## src/rtl/spi_eeprom_responder.sv

```systemverilog
// spi_eeprom_responder: SPI mode-0 target emulating a 25xx-style serial EEPROM with a local read port
module spi_eeprom_responder #(
    parameter int ADDR_W = 8
) (
    input  logic              ACLK,
    input  logic              ARESETn,
    input  logic              SPI_SCK,
    input  logic              SPI_MOSI,
    input  logic              SPI_CS,
    output logic              SPI_MISO,
    input  logic [ADDR_W-1:0] MEM_RADDR,
    output logic [7:0]        MEM_RDATA,
    output logic              WR_STROBE,
    output logic              WEL
);
    typedef enum logic [2:0] {IDLE, CMD, ADDR_H, ADDR_L, WR_DATA, RD_DATA, STATUS, IGNORE} state_t;
    typedef enum logic [1:0] {ARM_NONE, ARM_SET, ARM_CLR} arm_t;

    state_t            state_q, state_d;
    arm_t              arm_q, arm_d;
    logic [2:0]        sck_q, sck_d, cs_q, cs_d, bit_cnt_q, bit_cnt_d;
    logic [1:0]        mosi_q, mosi_d;
    logic [6:0]        shift_q, shift_d;
    logic [7:0]        tx_q, tx_d, mem_rdata_q, mem_rdata_d;
    logic [ADDR_W-1:0] addr_q, addr_d;
    logic              miso_q, miso_d, load_q, load_d, is_rd_q, is_rd_d;
    logic              wrote_q, wrote_d, wel_q, wel_d, wr_strobe_q, wr_strobe_d;
    logic              mem_we;
    logic [7:0]        mem [2**ADDR_W];

    wire       sck_rise  = sck_q[1] & ~sck_q[2];
    wire       sck_fall  = ~sck_q[1] & sck_q[2];
    wire       cs_low    = ~cs_q[1];
    wire       cs_rise   = cs_q[1] & ~cs_q[2];
    wire [7:0] rx_byte   = {shift_q, mosi_q[1]};
    wire       byte_done = cs_low & sck_rise & (bit_cnt_q == 3'd7);
    wire       shifting  = (state_q == RD_DATA) || (state_q == STATUS);
    wire [7:0] tx_src    = (state_q == STATUS) ? {6'b0, wel_q, 1'b0} : mem[addr_q];

    // FSM state register
    always_ff @(posedge ACLK) begin
        if (!ARESETn) state_q <= IDLE;
        else          state_q <= state_d;
    end

    // FSM next state: byte-driven phase sequencing, CS rise always returns to IDLE
    always_comb begin
        state_d = state_q;
        case (state_q)
            IDLE:    state_d = cs_low ? CMD : IDLE;
            CMD:     if (byte_done) state_d = (rx_byte == 8'h05) ? STATUS :
                                              (rx_byte == 8'h03 || rx_byte == 8'h02) ? ADDR_H : IGNORE;
            ADDR_H:  if (byte_done) state_d = ADDR_L;
            ADDR_L:  if (byte_done) state_d = is_rd_q ? RD_DATA : WR_DATA;
            default: ;
        endcase
        if (cs_rise) state_d = IDLE;
    end

    // FSM outputs and datapath: sync, shift-in, address capture, writes, shift-out, WEL
    always_comb begin
        sck_d       = {sck_q[1:0], SPI_SCK};
        cs_d        = {cs_q[1:0], SPI_CS};
        mosi_d      = {mosi_q[0], SPI_MOSI};
        shift_d     = shift_q;
        bit_cnt_d   = bit_cnt_q;
        addr_d      = addr_q;
        tx_d        = tx_q;
        miso_d      = miso_q;
        load_d      = load_q;
        is_rd_d     = is_rd_q;
        wrote_d     = wrote_q;
        arm_d       = arm_q;
        wel_d       = wel_q;
        wr_strobe_d = 1'b0;
        mem_we      = 1'b0;
        mem_rdata_d = mem[MEM_RADDR];
        if (cs_low && sck_rise) begin
            shift_d   = rx_byte[6:0];
            bit_cnt_d = bit_cnt_q + 3'd1;
            if (state_q == ADDR_H || state_q == ADDR_L) addr_d = ADDR_W'({addr_q, mosi_q[1]});
            if (state_q == IGNORE) arm_d = ARM_NONE;
        end
        if (byte_done) begin
            case (state_q)
                CMD: begin
                    arm_d   = (rx_byte == 8'h06) ? ARM_SET : (rx_byte == 8'h04) ? ARM_CLR : ARM_NONE;
                    is_rd_d = rx_byte == 8'h03;
                    load_d  = rx_byte == 8'h05;
                end
                ADDR_L:  load_d = is_rd_q;
                WR_DATA: if (wel_q) begin
                    mem_we      = ARESETn;
                    wr_strobe_d = 1'b1;
                    addr_d      = addr_q + 1'b1;
                    wrote_d     = 1'b1;
                end
                RD_DATA: begin
                    addr_d = addr_q + 1'b1;
                    load_d = 1'b1;
                end
                STATUS:  load_d = 1'b1;
                default: ;
            endcase
        end
        if (cs_low && sck_fall && shifting) begin
            miso_d = load_q ? tx_src[7] : tx_q[7];
            tx_d   = load_q ? {tx_src[6:0], 1'b0} : {tx_q[6:0], 1'b0};
            load_d = 1'b0;
        end
        if (cs_rise) begin
            bit_cnt_d = 3'd0;
            miso_d    = 1'b0;
            load_d    = 1'b0;
            arm_d     = ARM_NONE;
            wrote_d   = 1'b0;
            wel_d     = wrote_q ? 1'b0 : (arm_q == ARM_SET) ? 1'b1 : (arm_q == ARM_CLR) ? 1'b0 : wel_q;
        end
    end

    // datapath registers; CS synchroniser resets high so reset release does not fake a CS edge
    always_ff @(posedge ACLK) begin
        if (!ARESETn) begin
            sck_q       <= 3'b000;
            cs_q        <= 3'b111;
            mosi_q      <= 2'b00;
            shift_q     <= 7'd0;
            bit_cnt_q   <= 3'd0;
            addr_q      <= '0;
            tx_q        <= 8'd0;
            miso_q      <= 1'b0;
            load_q      <= 1'b0;
            is_rd_q     <= 1'b0;
            wrote_q     <= 1'b0;
            arm_q       <= ARM_NONE;
            wel_q       <= 1'b0;
            wr_strobe_q <= 1'b0;
            mem_rdata_q <= 8'd0;
        end else begin
            sck_q       <= sck_d;
            cs_q        <= cs_d;
            mosi_q      <= mosi_d;
            shift_q     <= shift_d;
            bit_cnt_q   <= bit_cnt_d;
            addr_q      <= addr_d;
            tx_q        <= tx_d;
            miso_q      <= miso_d;
            load_q      <= load_d;
            is_rd_q     <= is_rd_d;
            wrote_q     <= wrote_d;
            arm_q       <= arm_d;
            wel_q       <= wel_d;
            wr_strobe_q <= wr_strobe_d;
            mem_rdata_q <= mem_rdata_d;
        end
    end

    // byte array; contents survive reset
    always_ff @(posedge ACLK) begin
        if (mem_we) mem[addr_q] <= rx_byte;
    end

    assign SPI_MISO  = miso_q;
    assign MEM_RDATA = mem_rdata_q;
    assign WR_STROBE = wr_strobe_q;
    assign WEL       = wel_q;
endmodule

```

## config.mk

```make
export PLATFORM = sky130hd
export DESIGN_NAME = spi_eeprom_responder
export DESIGN_NICKNAME = d
export VERILOG_FILES = /design/src/rtl/spi_eeprom_responder.sv
export SDC_FILE = /design/constraint.sdc
export NUM_CORES = 2
export LEC_CHECK = 0
export ABC_CLOCK_PERIOD_IN_PS = 8200
export CELL_PAD_IN_SITES_DETAIL_PLACEMENT = 1
export CELL_PAD_IN_SITES_GLOBAL_PLACEMENT = 1
export CORE_ASPECT_RATIO = 0.7
export CORE_UTILIZATION = 40
export DETAILED_ROUTE_END_ITERATION = 8
export HOLD_SLACK_MARGIN = 0.03
export PLACE_DENSITY = 0.6
export SYNTH_ARGS = -nofsm -noshare
export SYNTH_HDL_FRONTEND = slang
export SYNTH_SLANG_ARGS = --single-unit
```

## constraint.sdc

```tcl
create_clock -name ACLK -period 8.2 [get_ports ACLK]
set_input_delay 0.82 -clock ACLK [delete_from_list [all_inputs] [get_ports ACLK]]
set_output_delay 0.82 -clock ACLK [all_outputs]
set_load 0.01 [all_outputs]
```

======== Word-level counts from Yosys, hierarchy flattened ========
Memory sizes are Yosys's and may differ from the RTL's. A register that Yosys moved wholly into a read port is not among the register bits.
Index checks and enable logic that the tools add are counted.
cells by class
  $add $sub $neg .......................... 2
  eq/ne operators ......................... 18
  multiplexer cells ....................... 33
  reductions and logical operators ........ 20
  bitwise operators ....................... 10
operators with widths
  cell                                                                    number
  8-bit 2-to-1 mux                                                        7
  8-bit by 3-bit equality test with 1-bit output (second input constant)  3
  8-bit by 2-bit equality test with 1-bit output (second input constant)  2
  8-bit one-hot mux with 2 select lines                                   1
  3-bit equality test (second input constant)                             5
  3-bit 2-to-1 mux                                                        5
  1-bit 2-to-1 mux                                                        12
  2-bit 2-to-1 mux                                                        6
  3-bit one-hot mux with 4 select lines                                   1
  8-bit by 1-bit adder with 8-bit output (second input constant)          1
  3-bit by 2-bit equality test with 1-bit output (second input constant)  2
  2-bit inequality test (second input constant)                           3
  2-bit AND reduction                                                     3
  3-bit AND reduction                                                     2
  3-bit nonzero test                                                      2
  1-bit bitwise AND                                                       5
  1-bit NOT                                                               5
  4-bit AND reduction                                                     1
  4-bit nonzero test                                                      1
  2-bit OR reduction                                                      2
  3-bit by 1-bit adder with 3-bit output (second input constant)          1
  3-bit by 1-bit equality test with 1-bit output (second input constant)  1
  1-bit logical AND                                                       3
  3-bit logical NOT                                                       1
  6 further kinds                                                         8
storage, ports and cells
  RAM bits ................................ 2048
  output and inout bits ................... 11
  input port bits ......................... 13
  bits in registers ....................... 45
  memories ................................ 1
memories
  memory  words  bits a word  rd ports  clocked after Yosys merged registers in  write ports  line  source
  mem     256    8            2         2                                        1            29    logic [7:0] mem [2**ADDR_W];

======== Longest topological paths before layout ========
  word-level depth ........................ 8
  mapped depth ............................ 13

======== Worst setup path before layout ========
Ideal clock, no wire load.
  path kind ............................... register to register
  from .................................... register shift_q[0]
  to ...................................... register is_rd_q
  arrival time ............................ 4774 ps
  data required time ...................... 8130 ps
  cell stages (with the launch flop) ...... 6
  slack ................................... 3356 ps
  path through ............................ dfxtp_1 > inv_1 > nor2_1 > nand2_1 > or4_1 > a21oi_1
between the ends
  word-level cells in the longest chain between the ends .. 1
ends and longest elaborated chain
  element                                         line  source
  from (decl)                                     23    logic [6:0] shift_q, shift_d;
  from (signal assigned)                          143   shift_q <= shift_d;
  8-bit by 2-bit equality test with 1-bit output  88    is_rd_d = rx_byte == 8'h03;
  to (signal assigned)                            149   is_rd_q <= is_rd_d;
  to (decl)                                       26    logic miso_q, miso_d, load_q, load_d, is_rd_q, is_rd_d;
No other way between the ends.
A chain may end at the register's enable or synchronous reset.

======== Final worst setup path ========
  from .................................... input port ARESETn
  to ...................................... memory mem[247][5], enable pin
between the ends
  word-level cells in the longest chain between the ends .. 5
ends and longest elaborated chain
  element                                 line  source
  from (decl)                             6     input logic ARESETn,
  1-bit 2-to-1 mux                        92    WR_DATA: if (wel_q) begin
  1-bit 2-to-1 mux                        85    case (state_q)
  1-bit 2-to-1 mux                        84    if (byte_done) begin
  1-bit 2-to-1 mux                        160   if (mem_we) mem[addr_q] <= rx_byte;
  1-bit 2-to-1 mux (implied by the code)  160
  to (decl)                               29
No other way between the ends.

==> results by group <==
Run status
  • Status: finished, violations left
  • Failing checks: max-capacitance violations, max-slew violations

Floorplan
  • Core ar.: 240000 sq um
  • Die width: 590 um
  • Row cnt: 150
  • Die Y: 414 um
  • Die area: 244000 sq um
  • Initial core utilization: 0.404
  • Top Ports: 24

Clocking
  • Total CTS buffers: 210
  • Clk_lat worst skew: 0.88 ns
  • CTS tree: done
  • Post-CTS Resized: 0
  • Hold buffer count at CTS: 0
  • H-tree depth reported by CTS: 4
  • Postcts setup bufs: 0
  • CTS Sinks: 2100
  • CTS clk-pin slew, worst paths: 0.07 ns
  • Root buf cell: clkbuf_16
  • CTS Buffer Depth: 4

Critical path
  • Arrival time worst endpoint: 5.21 ns
  • CP most frequent cell: buf_4
  • Worst EP required: 8.67 ns
  • Peak fanout along the critical path: 23
  • CP Capture Type: flip-flop
  • R2r worst-path depth: 8
  • Worst Setup Path Type: input port to flip-flop
  • Worst setup SP type: input port
  • Slowest-stage cell, CP: nor2_1
  • Worst-path cell chain: clkdlybuf4s50_1, buf_4, inv_1, nor4_2, buf_4, nand3_2, nor2_1
  • Max stage delay on crit path: 1.25 ns

Placed design
  • Detailed Place HPWL: 222 mm
  • I/O Buffers: 23
  • Post-DP Area: 101000 sq um
  • Final GP Congestion: 0.913
  • Placed insts: 7933

Pwr
  • Switch Pwr: 0.00482 W
  • Leakage: 31.3 nW
  • Logic gate share of total power: 0.037
  • Switching part of the total: 0.217
  • Clk pwr share: 0.439
  • Internal power: 0.0174 W
  • Max rail drop VDD: 0.157 mV
  • Seq pwr share: 0.524
  • Total Power: 0.0222 W
  • Pwr/cell area: 206 nW/um^2

Layout
  • Nets: 4972
  • Post-route cell area: 108000 sq um
  • Layout cells sized above 1: 0.314
  • Layout fillers: 22000
  • Final cell count without fillers: 8310
  • Synth-to-Final Area Change: 11.2%

Global route
  • Initial antenna violation count: 24
  • First-pass GRT wire length: 473 mm
  • Gr usage total: 0.281
  • Largest net degree at the start of global routing: 194
  • Grt total ovfl: 0
  • Vias in the first global route: 55400

Synth
  • Number of synthesized flops with an enable pin: 2048
  • Synth warnings: 0
  • Synthesis-stage register bit count: 2100
  • Syn_area_per_cell: 19.6 sq um
  • Post-synthesis cell type count: 63
  • Ys async rst share: 0
  • Synthesized instance count: 4945
  • Cell Area, Synth: 96900 sq um
  • Syn nets: 4964
  • Ys flop type: edfxtp_1
  • Sequential-to-total area share from yosys stat: 0.646

STA
  • RSZ-0062 raised after global routing: false
  • Max frequency: 0.211 GHz
  • Fin Clk Skew: 0.0318 ns
  • Final max-slew violation count: 24
  • Slew @ Worst Pin: 1.53 ns
  • Minimum clock period: 4.74 ns
  • Setup_tns: 0 ns
  • Hold WS: 0.454 ns
  • Fin crit share: 0.578
  • Relative slew margins: -0.0312
  • Final setup viols: 0
  • Final hold viol count: 0

Detailed routing
  • Routed wire length: 345 mm
  • ANT nets after route: 0
  • DRC violations left: 0
  • Drt wl/cell: 41.5 um
  • DR iter-0 viols: 8317
  • Vias: 56200
  • Initial DRT Pass Iterations: 5
  • Via/cell ratio: 6.76

Worst hold path
  • HP Class: flip-flop to flip-flop
  • Hold path depth: 1

Job
  • Max_cap viols: 1
path summary, 6_finish.rpt:
path / startpoint / end / slack, ns
max: ARESETn / mem[247][5]$_DFFE_PP_ / 3.46
max reg2reg: addr_q[0]$_SDFF_PN0_ / tx_q[2]$_SDFFE_PN0P_ / 3.46
min: mosi_q[0]$_SDFF_PN0_ / mosi_q[1]$_SDFF_PN0_ / 0.45
min reg2reg: mosi_q[0]$_SDFF_PN0_ / mosi_q[1]$_SDFF_PN0_ / 0.45
cell families after synthesis:
group,share of synthesized area
buffers and inverters,0.0199
xor gates and xnor gates,0.000271
adders and majority gates,0.000775
and+or+nand+nor,0.0293
DFF,0.646
muxes,0.263
AOI/OAI and AO/OA,0.0416
critical path: cells and delay by family:
kind / cells / cell delay [ns]
buffers and inverters: 4 / 1.54
and+or+nand+nor: 3 / 2.79
power by group through the flow:
stage          combinational [W]  clock [W]  sequential [W]
4_1_cts                 0.000813    0.00985          0.0116
3_5_place_dp            0.000810          0          0.0119
2_1_floorplan           0.000476          0          0.0119
6_report                0.000822    0.00975          0.0116
3_3_place_gp            0.000808          0          0.0119
5_1_grt                 0.000848     0.0102          0.0116
layout by cell type, fill, tap and decap left out, types with 5 or more instances in the layout:
| cell type | instances |
|---|---|
| a211oi_1 | 9 |
| a21oi_1 | 172 |
| a22oi_1 | 302 |
| a31oi_1 | 6 |
| a32o_1 | 5 |
| a32oi_1 | 10 |
| and2_1 | 12 |
| and3_1 | 5 |
| buf_12 | 25 |
| buf_4 | 151 |
| bufinv_16 | 21 |
| clkbuf_1 | 42 |
| clkbuf_16 | 213 |
| clkbuf_8 | 6 |
| clkdlybuf4s50_1 | 21 |
| clkinv_1 | 43 |
| clkinv_2 | 33 |
| clkinvlp_4 | 9 |
| dfxtp_1 | 39 |
| dfxtp_4 | 12 |
| edfxtp_1 | 2048 |
| ha_1 | 6 |
| inv_1 | 7 |
| mux2_2 | 11 |
| mux2i_1 | 103 |
| mux4_2 | 1078 |
| nand2_1 | 138 |
| nand2b_1 | 17 |
| nand3_1 | 50 |
| nand3_2 | 7 |
| nand4_1 | 5 |
| nor2_1 | 287 |
| nor2b_1 | 17 |
| nor3_1 | 16 |
| nor4_1 | 37 |
| nor4_2 | 6 |
| o2111ai_1 | 5 |
| o21a_1 | 8 |
| o21ai_0 | 14 |
| o22ai_1 | 31 |
synth_stat cells (all sizes together) (3+ instances only):
master | instances | area share
mux4 | 1078 | 0.25
dfxtp | 52 | 0.011
a311oi | 3 | 0.00027
a32o | 5 | 0.00052
or2 | 4 | 0.00026
clkbuf | 203 | 0.0079
buf | 201 | 0.012
o21ai | 17 | 0.00088
inv | 8 | 0.00031
a211o | 4 | 0.00036
mux2 | 11 | 0.0013
nor2b | 23 | 0.0015
and3 | 5 | 0.00032
o311ai | 3 | 0.00027
a31oi | 6 | 0.00039
nand3 | 57 | 0.0029
o2111ai | 5 | 0.00045
o31ai | 3 | 0.00023
o22ai | 31 | 0.0020
a21oi | 172 | 0.0089
mux2i | 103 | 0.011
a22oi | 302 | 0.023
ha | 6 | 0.00077
nor2 | 291 | 0.011
edfxtp | 2048 | 0.63
nor4 | 43 | 0.0028
o21a | 8 | 0.00062
nand4 | 5 | 0.00032
nand3b | 3 | 0.00023
nand2 | 139 | 0.0054
a32oi | 10 | 0.00090
a211oi | 9 | 0.00070
and2 | 14 | 0.00090
nor3b | 4 | 0.00031
nand2b | 19 | 0.0012
nor3 | 17 | 0.00088
per-stage QoR:
stage,setup slack [ns],util
finish,3.46,0.449
global route,3.37,0.449
floorplan,3.36,-
global placement,2.81,0.421
CTS,3.56,0.449
detailed placement,2.82,0.421
sequential cells by signal, indices dropped and copies added (netlist names):
register / flops
MEM_RDATA: 8
SPI_MISO: 1
WEL: 1
WR_STROBE: 1
addr_q: 8
arm_q: 2
bit_cnt_q: 3
cs_q: 3
is_rd_q: 1
load_q: 1
mem: 2048
mosi_q: 2
sck_q: 3
shift_q: 7
state_q: 3
tx_q: 7
wrote_q: 1
layer usage:
metal  global-route usage  vias up  part of all wire
met2                0.400     3402              0.43
met4               0.0625       18             0.024
li1                     -    21400                 -
met5                    0        -           0.00032
met3               0.0824      431              0.12
met1                0.426    31000              0.42
final cells by class:
type	instances	area, sq um	share of cell area
inverters	8	30.0	0.000279
diodes	4	10.0	0.0000929
well taps	3192	3990	0.0371
repair buffers	200	1880	0.0174
multi-input cells	2433	32600	0.302
clock inverters	112	1080	0.0100
clock buffers	261	5570	0.0517
flip-flops and latches	2100	62600	0.581
(Power assumes the default switching activity.)
